<file path="src/rtl/regfile_pipe_pkg.sv">
// rtl/regfile_pipe_pkg.sv - shared constants and helpers for the register file
package regfile_pipe_pkg;

   localparam int DEFAULT_WIDTH = 32;
   localparam int DEFAULT_DEPTH = 32;

   // Smallest n with 2**n >= value; at least 1 so a 2-entry file still has an address bit.
   function automatic int clog2(input int value);
      int n;
      n = 1;
      for (int i = 1; i < 31; i++) begin
         if ((1 << n) < value) begin
            n = n + 1;
         end
      end
      return n;
   endfunction

endpackage

</file>
<file path="src/rtl/regfile_pipe_if.sv">
// rtl/regfile_pipe_if.sv - write/read bus of the register file
interface regfile_pipe_if
   import regfile_pipe_pkg::*;
#(
   parameter int WIDTH = DEFAULT_WIDTH,
   parameter int AW    = clog2(DEFAULT_DEPTH)
) ();

   logic             clear;
   logic             we;
   logic [AW-1:0]    waddr;
   logic [WIDTH-1:0] wdata;
   logic             re_a;
   logic [AW-1:0]    raddr_a;
   logic [WIDTH-1:0] rdata_a;
   logic             rvalid_a;
   logic             re_b;
   logic [AW-1:0]    raddr_b;
   logic [WIDTH-1:0] rdata_b;
   logic             rvalid_b;

   modport master (
      output clear, we, waddr, wdata,
      output re_a, raddr_a, re_b, raddr_b,
      input  rdata_a, rvalid_a, rdata_b, rvalid_b
   );

   modport slave (
      input  clear, we, waddr, wdata,
      input  re_a, raddr_a, re_b, raddr_b,
      output rdata_a, rvalid_a, rdata_b, rvalid_b
   );

endinterface

</file>
<file path="src/rtl/regfile_read_port.sv">
// rtl/regfile_read_port.sv - one registered read port with write bypass
module regfile_read_port
   import regfile_pipe_pkg::*;
#(
   parameter int WIDTH    = DEFAULT_WIDTH,
   parameter int DEPTH    = DEFAULT_DEPTH,
   parameter int ZERO_REG = 1,
   parameter int AW       = clog2(DEPTH)
) (
   input  logic             clock,
   input  logic             reset_n,
   input  logic             clear,
   input  logic             re,
   input  logic [AW-1:0]    raddr,
   input  logic             we,
   input  logic [AW-1:0]    waddr,
   input  logic [WIDTH-1:0] wdata,
   input  logic [WIDTH-1:0] regs [DEPTH],
   output logic [WIDTH-1:0] rdata,
   output logic             rvalid
);

   logic             is_zero;
   logic             bypass;
   logic [WIDTH-1:0] next_data;

   // Select what the register will hold after this edge: clear wins, then the
   // hardwired zero register, then a same-edge write, then the stored value.
   always_comb begin
      is_zero   = (ZERO_REG != 0) && (raddr == '0);
      bypass    = we && (raddr == waddr) && !is_zero;
      next_data = regs[raddr];
      if (clear || is_zero) begin
         next_data = '0;
      end else if (bypass) begin
         next_data = wdata;
      end
   end

   // Output register: data only moves on a request, valid pulses one cycle per request.
   always_ff @(posedge clock or negedge reset_n) begin
      if (!reset_n) begin
         rdata  <= '0;
         rvalid <= 1'b0;
      end else begin
         rvalid <= re;
         if (re) begin
            rdata <= next_data;
         end
      end
   end

endmodule

</file>
<file path="src/rtl/regfile_pipe.sv">
// rtl/regfile_pipe.sv - flop-based register file with two registered read ports
module regfile_pipe
   import regfile_pipe_pkg::*;
#(
   parameter int WIDTH    = DEFAULT_WIDTH,
   parameter int DEPTH    = DEFAULT_DEPTH,
   parameter int ZERO_REG = 1
) (
   input  logic           clock,
   input  logic           reset_n,
   regfile_pipe_if.slave  bus
);

   localparam int AW = clog2(DEPTH);

   logic [WIDTH-1:0] regs [DEPTH];
   logic [DEPTH-1:0] wen;

   // One-hot write-enable decode; entry 0 never enables when it is the zero register.
   always_comb begin
      wen = '0;
      for (int i = 0; i < DEPTH; i++) begin
         wen[i] = bus.we && (bus.waddr == AW'(i));
      end
      if (ZERO_REG != 0) begin
         wen[0] = 1'b0;
      end
   end

   // Storage flops: reset and clear zero the whole file, clear beats a write.
   always_ff @(posedge clock or negedge reset_n) begin
      if (!reset_n) begin
         for (int i = 0; i < DEPTH; i++) begin
            regs[i] <= '0;
         end
      end else begin
         for (int i = 0; i < DEPTH; i++) begin
            if (bus.clear) begin
               regs[i] <= '0;
            end else if (wen[i]) begin
               regs[i] <= bus.wdata;
            end
         end
      end
   end

   regfile_read_port #(
      .WIDTH    (WIDTH),
      .DEPTH    (DEPTH),
      .ZERO_REG (ZERO_REG),
      .AW       (AW)
   ) u_port_a (
      .clock    (clock),
      .reset_n  (reset_n),
      .clear    (bus.clear),
      .re       (bus.re_a),
      .raddr    (bus.raddr_a),
      .we       (bus.we),
      .waddr    (bus.waddr),
      .wdata    (bus.wdata),
      .regs     (regs),
      .rdata    (bus.rdata_a),
      .rvalid   (bus.rvalid_a)
   );

   regfile_read_port #(
      .WIDTH    (WIDTH),
      .DEPTH    (DEPTH),
      .ZERO_REG (ZERO_REG),
      .AW       (AW)
   ) u_port_b (
      .clock    (clock),
      .reset_n  (reset_n),
      .clear    (bus.clear),
      .re       (bus.re_b),
      .raddr    (bus.raddr_b),
      .we       (bus.we),
      .waddr    (bus.waddr),
      .wdata    (bus.wdata),
      .regs     (regs),
      .rdata    (bus.rdata_b),
      .rvalid   (bus.rvalid_b)
   );

endmodule

</file>
<file path="src/flat_wrapper.sv">
// flat-port wrapper written by rule: the top's interface ports become plain ports
module regfile_pipe_flat import regfile_pipe_pkg::*;
#(
   parameter int WIDTH    = DEFAULT_WIDTH,
   parameter int DEPTH    = DEFAULT_DEPTH,
   parameter int ZERO_REG = 1
)
  (clock, reset_n, bus_clear, bus_we, bus_waddr, bus_wdata, bus_re_a, bus_raddr_a, bus_re_b, bus_raddr_b, bus_rdata_a, bus_rvalid_a, bus_rdata_b, bus_rvalid_b);
  regfile_pipe_if #(.WIDTH(WIDTH), .AW(5)) bus_i ();
  input  logic clock;
  input  logic reset_n;
  input wire logic [$bits(bus_i.clear)-1:0] bus_clear;
  input wire logic [$bits(bus_i.we)-1:0] bus_we;
  input wire logic [$bits(bus_i.waddr)-1:0] bus_waddr;
  input wire logic [$bits(bus_i.wdata)-1:0] bus_wdata;
  input wire logic [$bits(bus_i.re_a)-1:0] bus_re_a;
  input wire logic [$bits(bus_i.raddr_a)-1:0] bus_raddr_a;
  input wire logic [$bits(bus_i.re_b)-1:0] bus_re_b;
  input wire logic [$bits(bus_i.raddr_b)-1:0] bus_raddr_b;
  output wire logic [$bits(bus_i.rdata_a)-1:0] bus_rdata_a;
  output wire logic [$bits(bus_i.rvalid_a)-1:0] bus_rvalid_a;
  output wire logic [$bits(bus_i.rdata_b)-1:0] bus_rdata_b;
  output wire logic [$bits(bus_i.rvalid_b)-1:0] bus_rvalid_b;
  assign bus_i.clear = bus_clear;
  assign bus_i.we = bus_we;
  assign bus_i.waddr = bus_waddr;
  assign bus_i.wdata = bus_wdata;
  assign bus_i.re_a = bus_re_a;
  assign bus_i.raddr_a = bus_raddr_a;
  assign bus_i.re_b = bus_re_b;
  assign bus_i.raddr_b = bus_raddr_b;
  assign bus_rdata_a = bus_i.rdata_a;
  assign bus_rvalid_a = bus_i.rvalid_a;
  assign bus_rdata_b = bus_i.rdata_b;
  assign bus_rvalid_b = bus_i.rvalid_b;
  regfile_pipe #(.WIDTH(WIDTH), .DEPTH(DEPTH), .ZERO_REG(ZERO_REG)) u_core (.clock(clock), .reset_n(reset_n), .bus(bus_i));
endmodule
</file>
<file path="config.mk">
export PLATFORM = sky130hd
export DESIGN_NAME = regfile_pipe_flat
export DESIGN_NICKNAME = d
export VERILOG_FILES = /design/src/rtl/regfile_pipe_pkg.sv /design/src/rtl/regfile_pipe_if.sv /design/src/rtl/regfile_read_port.sv /design/src/rtl/regfile_pipe.sv /design/src/flat_wrapper.sv
export SDC_FILE = /design/constraint.sdc
export NUM_CORES = 2
export LEC_CHECK = 0
export CORE_MARGIN = 4
export CORE_UTILIZATION = 38
export CTS_BUF_LIST = sky130_fd_sc_hd__clkbuf_4 sky130_fd_sc_hd__clkbuf_8 sky130_fd_sc_hd__clkbuf_16
export CTS_CLUSTER_SIZE = 40
export DETAILED_ROUTE_END_ITERATION = 16
export HOLD_SLACK_MARGIN = 0.1
export RECOVER_POWER = 50
export SLEW_MARGIN = 20
export SYNTH_ARGS = -nofsm -noshare
export SYNTH_HDL_FRONTEND = slang
export SYNTH_SLANG_ARGS = --single-unit
export TNS_END_PERCENT = 50
</file>
<file path="constraint.sdc">
create_clock -name clock -period 2 [get_ports clock]
set_input_delay 0.2 -clock clock [delete_from_list [all_inputs] [get_ports clock]]
set_output_delay 0.2 -clock clock [all_outputs]
set_load 0.005 [all_outputs]
</file>
==> out/metrics.csv <==
stage,metric,value,unit
run_status,run status,finished clean,
yosys,share of Yosys cell area claimed by the top area cell type,0.4545,
yosys,synth warn,0,
yosys,Yosys cell types,58,
worst_setup_path,Worst setup EP type,flip-flop,
yosys,sequential area share after synthesis,0.4545,
sta,minimum clock period,1.995,ns
drt,via/cell ratio,6.252,
yosys,Synth Flop Type,dfrtp_1,
sta,final worst-path setup slack,0.005327,ns
worst_setup_path,Top delay family on crit path,buffers and inverters,
floorplan,Die W,399.5,um
worst_setup_path,critical path buffer and inverter count,5,
sta,Pins Over Slew Limit,0,
pwr,Pwr Density,730.0,nW/um^2
placed_design,I/O Buffers,118,
clock_tree,"Clk pin slew, worst setup/hold paths",0.07,ns
floorplan,chip height,399.5,um
floorplan,I/O Pins,119,
worst_setup_path,critical path arrival,2.68,ns
global_route,initial antenna violation count,13,
yosys,"count leader, synth",nand2_1,
final_layout,FF/Latch Area,26510,sq um
global_route,largest net degree at the start of global routing,115,
drt,DRT iter0 DRCs,7646,
sta,RSZ-0062 raised after global routing,no,
drt,detailed-route DRC error count,0,
clock_tree,maximum level of the CTS H-tree,3,
drt,vias,53590,
drt,Pre-antenna DRT Iters,7,
drt,Final ANT Viol Nets,0,
final_layout,fin util,0.4681,
pwr,Peak VDD IR,0.8185,mV
yosys,Syn Area/Cell,9.372,sq um
floorplan,die area,159600,sq um
yosys,"EDFF count, synth",0,
worst_setup_path,slowest CP cell,dlygate4sd3_1,
clock_tree,Clock Tree Buf Depth,3,
yosys,mapped cell area,58260,sq um
placed_design,DPL Wire Length,162400,um
sta,Final Cycle Share,0.9973,
global_route,GRT overflow,0,
yosys,Post-synth ARST share,1.000,
job,Max Cap Viol,0,
final_layout,share of layout cells above drive strength 1,0.2248,
yosys,synthesis-stage register bit count,1058,
yosys,Mapped Cells,6216,
final_layout,area of the multi-input gates,29040,sq um
hold_path,Hold Path Class,in -> async,
clock_tree,CTS tree,built,
drt,Routed Wire Length,247700,um
yosys,top post-synthesis cells by count,"nand2_1 (2023), a21oi_1 (1079), dfrtp_1 (1058)",
final_layout,nets,6493,
worst_setup_path,CP max stage delay,0.64,ns
worst_setup_path,CP dominant cell by count,buf_4,
sta,final setup fails,0,
sta,Slew @ Worst Pin,1.403,ns
clock_tree,Clock Latency Late Sink,0.79,ns
yosys,biggest area consumer among synthesized cells,dfrtp_1,
drt,wire length per cell,28.90,um
placed_design,GP Congestion,0.9521,
clock_tree,CTS root buf,clkbuf_16,
sta,final setup skew,0.04129,ns
sta,Setup TNS,0,ns
worst_setup_path,CP startpoint kind,input port,
yosys,Syn Nets,6269,
worst_setup_path,crit-path cells,dlygate4sd3_1 > clkbuf_1 > buf_4 > nand2b_1 > buf_4 > nor2_4 > buf_2 > nand2_1 > a21oi_1,
sta,Final Hold Viols,0,
final_layout,Area growth syn-to-layout,22.19,%
worst_setup_path,crit path kind,in -> reg,
floorplan,Rows,143,
floorplan,Starting Density,0.3831,
final_layout,fill count,14010,
sta,Slew headroom,0.06487,
global_route,GRT Util Overall,0.3059,
sta,Max Clock Freq,0.5013,GHz
floorplan,Core Area,152100,sq um
yosys,ranking of synthesized cells by area,"dfrtp_1 (45%), mux4_2 (14%), nand2_1 (13%)",
global_route,vias in the first global route,51970,
worst_setup_path,Worst EP required,2.69,ns
placed_design,pre-CTS setup slack,-0.5228,ns
clock_tree,CTS Buf Count,113,
global_route,first-pass GRT wire length,362100,um
clock_tree,number of clock sinks,1058,
pwr,LEAKAGE,28.67,nW
worst_setup_path,CP Max Fanout,15,
-- worst min-delay path: cells and delay by family --
kind | cells | cell delay, ns
buffers and inverters | 3 | 1.07
-- final timing paths --
check	startpoint	endpoint	slack, ns	cells after the start
setup / recovery	bus_waddr[3]	u_core.regs[265]	0.005	9
hold reg to reg	u_core.regs[269]	u_core.regs[269]	0.53	2
min in group clock	bus_wdata[17]	u_core.regs[177]	0.22	4
hold / removal	reset_n	u_core.regs[831]	0.18	3
setup reg to reg	u_core.regs[153]	u_core.u_port_b.rdata[25]	0.05	6
max in group asynchronous	reset_n	u_core.u_port_b.rdata[16]	0.23	4
-- cells by family after synthesis --
logic type | count (synthesis) | synth area share
and+or+nand+nor | 2431 | 0.1676
AOI/OAI and AO/OA | 1464 | 0.1415
DFF | 1058 | 0.4545
buffers and inverters | 664 | 0.05348
muxes | 591 | 0.1817
xor gates and xnor gates | 8 | 0.001203
-- timing repair --
action                                 in CTS  in global routing
setup buffers                               1                  0
cloned                                      0                  0
pin swaps                                   0                  0
resized for setup                          50                  7
hold buffers                                6                  0
setup endpoints to repair                  45                  7
endpoints found under the hold margin    1376                  0
-- where the power goes --
| group | switching, mW | total (mW) | internal (mW) |
|---|---|---|---|
| logic | 3.85 | 6.12 | 2.27 |
| registers | 0.331 | 22.0 | 21.7 |
| clock network | 9.80 | 23.8 | 14.0 |
| total | 14.0 | 52.0 | 38.0 |
-- per-layer routing --
layer  global-route usage  share of wire  vias to the layer above
li1                     -              -                    22170
met2               0.4456           0.43                     3793
met1               0.4195           0.38                    26850
met3              0.08807           0.13                      769
met4               0.1463          0.055                        6
met5                    0        0.00022                        -
-- flip-flops by register name, indices dropped and copies added, names as in the netlist --
| name | cells |
|---|---|
| u_core.regs | 992 |
| u_core.u_port_a.rdata | 32 |
| u_core.u_port_b.rdata | 32 |
| u_core.u_port_a.rvalid | 1 |
| u_core.u_port_b.rvalid | 1 |
-- stage by stage --
| step | hold slack, ns | cells | power [mW] | area, sq um |
|---|---|---|---|---|
| after floorplan | -0.09559 | 6216 | 24.92 | 58260 |
| after global placement | 0.1587 | 8348 | 28.42 | 67280 |
| after detailed placement | 0.1662 | 8348 | 28.45 | 67280 |
| after CTS | 0.1888 | 8565 | 52.06 | 71550 |
| after global routing | 0.1930 | 8565 | 53.24 | 71170 |
| final | 0.1828 | 8572 | 51.96 | 71180 |
-- placed cells by master, fill, tap and decap left out, types with 46 or more instances in the layout --
master / n
clkbuf_16: 114
nor3_1: 119
mux2_1: 46
dfrtp_1: 1027
clkdlybuf4s50_1: 81
nor2b_1: 61
o221ai_1: 62
mux2_2: 166
buf_4: 365
a221oi_1: 63
nand2_1: 1999
o22ai_1: 103
mux4_2: 352
nor2_1: 116
buf_12: 233
o21ai_1: 62
a21oi_1: 1079
-- final cells by class --
cell class,count,share of cell area
repair buffers,772,0.1247
diodes,7,0.0002461
multi-input cells,4494,0.4080
flip-flops and latches,1058,0.3725
inverters,1,0.00005273
well taps,2030,0.03568
clock inverters,67,0.01346
clock buffers,143,0.04533
No activity file was read; power rests on OpenSTA's default activity.
